[src/rtl/gas_alarm_controller.sv]
// Gas alarm controller: latches detector rising edges, grants shared actuators by fixed priority (2>1>0), sequences ALERT/VENT/DONE.
// Registered outputs, grant one cycle after edge capture, no backpressure; `GAS_ALARM_ESCALATE_EN adds the escalate latch.
module gas_alarm_controller #(
  parameter int unsigned ALERT_TIMEOUT = 8,
  parameter int unsigned VENT_CYCLES   = 16
) (
  input  logic       clk_i,
  input  logic       rst_n_i,
  input  logic [2:0] gas_det_i,
  input  logic       ack_i,
  output logic       siren_o,
  output logic       fan_o,
  output logic       valve_close_o,
  output logic [1:0] alarm_id_o,
  output logic [2:0] pending_o,
  output logic       busy_o,
  output logic       done_o,
  output logic       escalate_o
);

  typedef enum logic [1:0] {S_IDLE, S_ALERT, S_VENT, S_DONE} state_t;

  localparam logic [15:0] ALERT_LAST = 16'(ALERT_TIMEOUT - 1);
  localparam logic [15:0] VENT_LAST  = 16'(VENT_CYCLES - 1);

  state_t      state_q, state_d;
  logic [15:0] cnt_q, cnt_d;
  logic [2:0]  gas_det_q;
  logic [2:0]  pending_q, pending_d;
  logic [1:0]  alarm_id_q, alarm_id_d;
  logic [2:0]  rise;
  logic [2:0]  grant_mask;

  always_comb begin
    state_d    = state_q;
    cnt_d      = cnt_q;
    alarm_id_d = alarm_id_q;
    grant_mask = 3'b000;
    rise       = gas_det_i & ~gas_det_q;
    case (state_q)
      S_IDLE: begin
        if (|pending_q) begin
          state_d = S_ALERT;
          cnt_d   = '0;
          if (pending_q[2]) begin
            grant_mask = 3'b100;
            alarm_id_d = 2'd3;
          end else if (pending_q[1]) begin
            grant_mask = 3'b010;
            alarm_id_d = 2'd2;
          end else begin
            grant_mask = 3'b001;
            alarm_id_d = 2'd1;
          end
        end
      end
      S_ALERT: begin
        if (ack_i || (cnt_q == ALERT_LAST)) begin
          state_d = S_VENT;
          cnt_d   = '0;
        end else begin
          cnt_d = cnt_q + 16'd1;
        end
      end
      S_VENT: begin
        if (cnt_q == VENT_LAST) begin
          state_d    = S_DONE;
          alarm_id_d = 2'd0;
        end else begin
          cnt_d = cnt_q + 16'd1;
        end
      end
      S_DONE:  state_d = S_IDLE;
      default: state_d = S_IDLE;
    endcase
    // A fresh rising edge on the bit being granted keeps it pending.
    pending_d = (pending_q & ~grant_mask) | rise;
  end

  always_ff @(posedge clk_i) begin
    if (!rst_n_i) begin
      state_q    <= S_IDLE;
      cnt_q      <= '0;
      gas_det_q  <= '0;
      pending_q  <= '0;
      alarm_id_q <= '0;
    end else begin
      state_q    <= state_d;
      cnt_q      <= cnt_d;
      gas_det_q  <= gas_det_i;
      pending_q  <= pending_d;
      alarm_id_q <= alarm_id_d;
    end
  end

`ifdef GAS_ALARM_ESCALATE_EN
  logic esc_q, esc_d;

  always_comb begin
    esc_d = esc_q;
    if (ack_i) begin
      esc_d = 1'b0;
    end else if (state_q == S_ALERT && cnt_q == ALERT_LAST) begin
      esc_d = 1'b1;
    end
  end

  always_ff @(posedge clk_i) begin
    if (!rst_n_i) begin
      esc_q <= 1'b0;
    end else begin
      esc_q <= esc_d;
    end
  end

  assign escalate_o    = esc_q;
  assign valve_close_o = (state_q == S_ALERT) || (state_q == S_VENT) || esc_q;
`else
  assign escalate_o    = 1'b0;
  assign valve_close_o = (state_q == S_ALERT) || (state_q == S_VENT);
`endif

  assign siren_o    = (state_q == S_ALERT);
  assign fan_o      = (state_q == S_VENT);
  assign busy_o     = (state_q != S_IDLE);
  assign done_o     = (state_q == S_DONE);
  assign alarm_id_o = alarm_id_q;
  assign pending_o  = pending_q;

endmodule

[config.mk]
export PLATFORM = sky130hd
export DESIGN_NAME = gas_alarm_controller
export DESIGN_NICKNAME = d
export VERILOG_FILES = /design/src/rtl/gas_alarm_controller.sv
export SDC_FILE = /design/constraint.sdc
export NUM_CORES = 1
export LEC_CHECK = 0
export BUFFER_PORTS_ARGS = -buffer_cell sky130_fd_sc_hd__buf_2
export CORE_MARGIN = 3
export CORE_UTILIZATION = 60
export CTS_BUF_LIST = sky130_fd_sc_hd__clkbuf_8
export CTS_CLUSTER_DIAMETER = 150
export DETAILED_ROUTE_END_ITERATION = 8
export PLACE_DENSITY_LB_ADDON = 0.1
export SYNTH_ARGS = -nofsm -noshare
export SYNTH_HDL_FRONTEND = slang
export SYNTH_SLANG_ARGS = --single-unit
export TNS_END_PERCENT = 1
[constraint.sdc]
create_clock -name clk_i -period 6.15 [get_ports clk_i]
set_clock_uncertainty 0.15 [all_clocks]
set_input_delay 0.9225 -clock clk_i [delete_from_list [all_inputs] [get_ports clk_i]]
set_output_delay 0.9225 -clock clk_i [all_outputs]
set_load 0.05 [all_outputs]
Yosys cells after proc, flatten, opt, wreduce, memory -nomap -nowiden
Cells that the tools add are included.
- eq/ne operators: 9
- mux-type cells: 17
- add/subtract/negate cells: 1
- reduce and logical (&&, ||, !) cells: 10
- bitwise operators: 5
- operator list (kind ; count):
    16-bit 2-to-1 mux ; 3
    16-bit one-hot mux with 3 select lines ; 1
    16-bit by 1-bit adder with 16-bit output, second input constant ; 1
    16-bit by 3-bit equality test with 1-bit output, second input constant ; 1
    16-bit by 4-bit equality test with 1-bit output, second input constant ; 1
    2-bit 2-to-1 mux ; 8
    3-bit 2-to-1 mux ; 3
    3-bit AND reduction ; 3
    2-bit one-hot mux with 4 select lines ; 1
    3-bit AND ; 2
    3-bit inverter ; 2
    2-bit equality test, second input constant ; 2
    2-bit by 1-bit inequality test with 1-bit output, second input constant ; 2
    2-bit inequality test, second input constant ; 2
    2-bit one-hot mux with 2 select lines ; 1
    2-bit nonzero test ; 2
    3-bit bitwise OR ; 1
    3-bit nonzero test ; 1
    3-bit OR reduction ; 1
    2-bit by 1-bit equality test with 1-bit output, second input constant ; 1
    2-bit zero test ; 1
    1-bit logical OR ; 2
- register bits: 26
- logic and storage cells: 47
- bits of input ports: 6

Longest topological paths before layout
- depth in word-level cells: 7
- depth in mapped cells: 8
- mapped depth without buffers: 7

Least setup slack after synthesis
OpenSTA, ideal clock, no wires.
- kind: reg-to-reg
- start: register state_q[0]
- end: register cnt_q[14]
- path buffers: 1
- arrival: 1.867 ns
- slack: 4.019 ns
- period minus slack after synthesis: 2.131 ns
- stages on the path, launching flop included: 8
- setup time: 0.114 ns
- cells stage by stage: dfxtp_1 > inv_1 > ha_1 > nand3_1 > clkbuf_1 > o2111ai_1 > xor2_1 > nor2_1
- word-level cells in the longest chain between the ends: 3
- RTL lines (what ; RTL line ; text):
    start, declared ; 26 ; state_t state_q, state_d;
    start signal, assigned ; 88 ; state_q <= state_d;
    2-bit equality test (*) ; - ;
    via fan_o ; 12 ; output logic fan_o,
    2-bit inequality test (no source line) / 3-bit nonzero test (equally long branches) ; - ;
    3-bit AND reduction (no source line) ; - ;
    end signal, assigned ; 89 ; cnt_q <= cnt_d;
    end, declared ; 27 ; logic [15:0] cnt_q, cnt_d;
The timed path passes the listed nets; every way through them passes the cells marked *.
A chain may end at the register's enable or synchronous reset.

Worst setup path after layout
- start: register state_q[0]
- end: register cnt_q[15]
- word-level cells in the longest chain between the ends: 3
- RTL lines (what ; RTL line ; text):
    2-bit equality test (tied with other cells) ; 40 ; case (state_q)
    2-bit inequality test (no source line) / 3-bit nonzero test (equally long branches) ; - ;
    3-bit AND reduction (no source line) ; - ;
Several ways; a longest one is shown, not always the timed one.

==> flow_summary.yaml <==
cts:
  htree_levels: 1
  cts_root_buf: "clkbuf_8"
  clkSinkCount: 26
  cts_buffers: 3
  post_cts_buffers: 0
  clockBufferDepth: 2
  ctsResizeCount: 0
  clkTransAtPathRegs_ps: 90
  worstSkewPairLatency_ps: 270
  cts_tree: "done"
  postCtsHoldBufs: 0
floorplan:
  rows: 16
  die_area_sq_um: 2950
  ios: 17
  die_w_microns: 54.3
  core_area_sq_um: 2080
  initial_utilization_pct: 67.2
  dieHeight_microns: 54.3
setup_path:
  cp_slowest_cell: "nor2_1"
  crit_fanout: 13
  path_cells: "inv_1 -> ha_1 -> nor4b_1 -> nor2_1 -> o211ai_1 -> or4_1 -> a21oi_1"
  cp.required_ps: 6200
  r2r-start: "state_q[0]$_SDFFE_PN0P_"
  max_stage_delay_ps: 630
  critical_path_buf_inv_count: 1
  path_delay_family: "simple AND/OR/NAND/NOR gates"
  r2r_cells: 7
  rrSetupSlack_ps: 3430
  r2r_end: "cnt_q[15]$_SDFFE_PN0P_"
  crit_type: "reg -> reg"
  end_kind: "flip-flop"
  cp.arrival_ps: 2770
  startpoint_type: "flip-flop"
global_routing:
  grt_remaining_overflow: 0
  antenna_found_initial: 0
  grt_start_max_net_pins: 19
  grt_usage_pct: 22.8
  grt_pass1_wl_microns: 4940
  grt_pass1_vias: 1121
power:
  netSwitchingFraction_pct: 42.7
  p_sw_uw: 257
  ir_worst_vdd_mv: 0.319
  p_per_area_nw_per_um2: 389
  pwr-share-clk_pct: 23.1
  pwr-share-comb_pct: 43.6
  p_leak_uw: 0.000587
  intPower_uw: 344
  seq_power_share_pct: 33.2
yosys:
  synth_fp_nets: 170
  yosysWarnings: 0
  yosysUniqueCellTypes: 38
  postSynthCellCount: 159
  syn-cell-area_sq_um: 1400
  yosys.area.top_type: "dfxtp_1"
  ys_ff_latch: 26
  syn_avg_cell_area_sq_um: 8.80
  yosysSeqAreaShare_pct: 37.2
  yosys-top-cells-area: "dfxtp_1 37%, xor2_1 6.9%, ha_1 4.5%"
  synth_top_area_share_pct: 37.2
layout:
  layout_commonest_cell: "dfxtp_1"
  register_area_sq_um: 520
  final_cell_mix: "26 x dfxtp_1, 15 x buf_2, 14 x nor2_1"
  stdcell_area_sq_um: 1550
  area_growth_pct: 10.5
  drive_above_1_share_pct: 15.8
  final_nets: 183
  post-route-util_pct: 74.2
  diodes: 0
  fillers: 166
  multi_input_area_sq_um: 822
hold_path:
  hold_end: "cnt_q[1]$_SDFFE_PN0P_"
  hp-start: "cnt_q[1]$_SDFFE_PN0P_"
  hold_path_class: "reg -> reg"
  whs_path_depth: 2
sta:
  max_freq_ghz: 0.367
  tightestPinTransition_ps: 810
  fin_ws_ps: 3430
  setup_viol: 0
  slew_headroom_pct: 45.8
  rsz0062_at_grt: "false"
  min_period_ps: 2720
  finalCritPeriodShare_pct: 44.3
  holdWs_ps: 345
  maxSlewViolCount: 0
  hold_viol: 0
  tns_ps: 0
detailed_routing:
  wl_microns: 2780
  viasPerCell: 5.98
  wl_per_cell_microns: 14.1
  drt_iter0_drc: 48
  ant_nets: 0
  vias: 1185
  drt_first_pass_iters: 4
  drc: 0
placed_design:
  io_buffers: 15
  pre_cts_ws_ps: 3480
  place_area_sq_um: 1470
  dp_hpwl_microns: 2050
  gp_congestion: 0.825
flow_run:
  max_cap_violations: 0
status:
  outcome: "finished, final reports clean"
==> registers in the layout (all words and copies together) (netlist names) <==
register and count:
alarm_id_o 2, cnt_q 16, gas_det_q 3, pending_o 3, state_q 2
==> how the worst max path moves through the flow <==
stage / start / endpoint / slack, ps / cells past startpoint
floorplan: state_q[0]$_SDFFE_PN0P_ / cnt_q[14]$_SDFFE_PN0P_ / 4020 / 7
global placement: state_q[0]$_SDFFE_PN0P_ / cnt_q[15]$_SDFFE_PN0P_ / 3610 / 7
detailed placement: state_q[0]$_SDFFE_PN0P_ / cnt_q[15]$_SDFFE_PN0P_ / 3480 / 7
CTS: state_q[0]$_SDFFE_PN0P_ / cnt_q[15]$_SDFFE_PN0P_ / 3460 / 7
global route: state_q[0]$_SDFFE_PN0P_ / cnt_q[11]$_SDFFE_PN0P_ / 3170 / 7
finish: state_q[0]$_SDFFE_PN0P_ / cnt_q[15]$_SDFFE_PN0P_ / 3430 / 7
==> per-layer routing <==
layer,GRT usage [%],vias to the layer above,share of wire [%],routed length (microns)
met4,8.30,0,1.7,48
met1,32.2,540,47,1300
met5,0,-,0,0
met2,34.9,37,45,1250
met3,3.54,7,6.5,181
li1,-,601,-,-
==> worst reg2reg max path, delay by kind of cell, from the launching register on <==
kind                       cells  cell delay (ps)
AOI/OAI and AO/OA              2              450
adders and majority gates      1              250
buffers and inverters          1               80
DFF                            1              390
and+or+nand+nor                3             1330
==> layout make-up <==
| type | count | share of cell area, % |
|---|---|---|
| clock buffer | 3 | 2.67 |
| inverter | 6 | 1.46 |
| sequential | 26 | 33.7 |
| clock inverter | 1 | 1.94 |
| multi-input combinational | 120 | 53.2 |
| timing repair buffer | 15 | 4.86 |
| tap | 27 | 2.19 |
==> synthesized netlist by cell type <==
cell type  count
nand2_1       11
nand2b_1       3
o31a_1         1
o31ai_2        1
nor4_2         3
conb_1         1
nor3_1         4
a311o_1        1
a21boi_0       3
clkbuf_1       5
nand3_1        5
and3_1         5
o21ai_0        3
o2bb2ai_1      1
o211ai_1       7
nor2b_1        4
o21ai_2        2
nor4b_1        2
xor2_1        11
a22oi_1        1
a21oi_1        6
o2111ai_1      5
nand4_1        2
mux2i_1        2
ha_1           5
or4_1          2
or2_2          1
nor4_1         1
nand4_2        1
and3b_1        1
and2_1         4
o21a_1         3
buf_4          2
nor2_1        14
o31ai_1        2
dfxtp_1       26
inv_1          6
and4_1         2
==> power by group through the flow <==
| stage | Sequential [uW] | Clock, uW | Combinational [uW] |
|---|---|---|---|
| after floorplan | 223 | 0 | 197 |
| after global placement | 202 | 0 | 256 |
| after detailed placement | 203 | 0 | 261 |
| after CTS | 200 | 143 | 262 |
| after global routing | 202 | 149 | 285 |
| final | 200 | 139 | 262 |
==> through the flow <==
step	cells	power [uW]
global placement	194	458
detailed placement	194	465
global route	198	636
finish	198	601
floorplan	159	421
CTS	198	605
==> logic make-up (layout without fill, tap and decap cells) <==
family	count (synthesis)	count (layout)	share of synthesized area, %
multiplexers	2	2	1.43
buffers and inverters	13	25	4.02
other	1	1	0.268
flip-flops	26	26	37.2
AO/OA/AOI/OAI	36	36	19.1
XOR/XNOR	11	11	6.89
AND/OR/NAND/NOR	65	65	26.7
adder cells (fa/ha/maj)	5	5	4.47
Note: power is estimated with default switching activity, not from simulation.
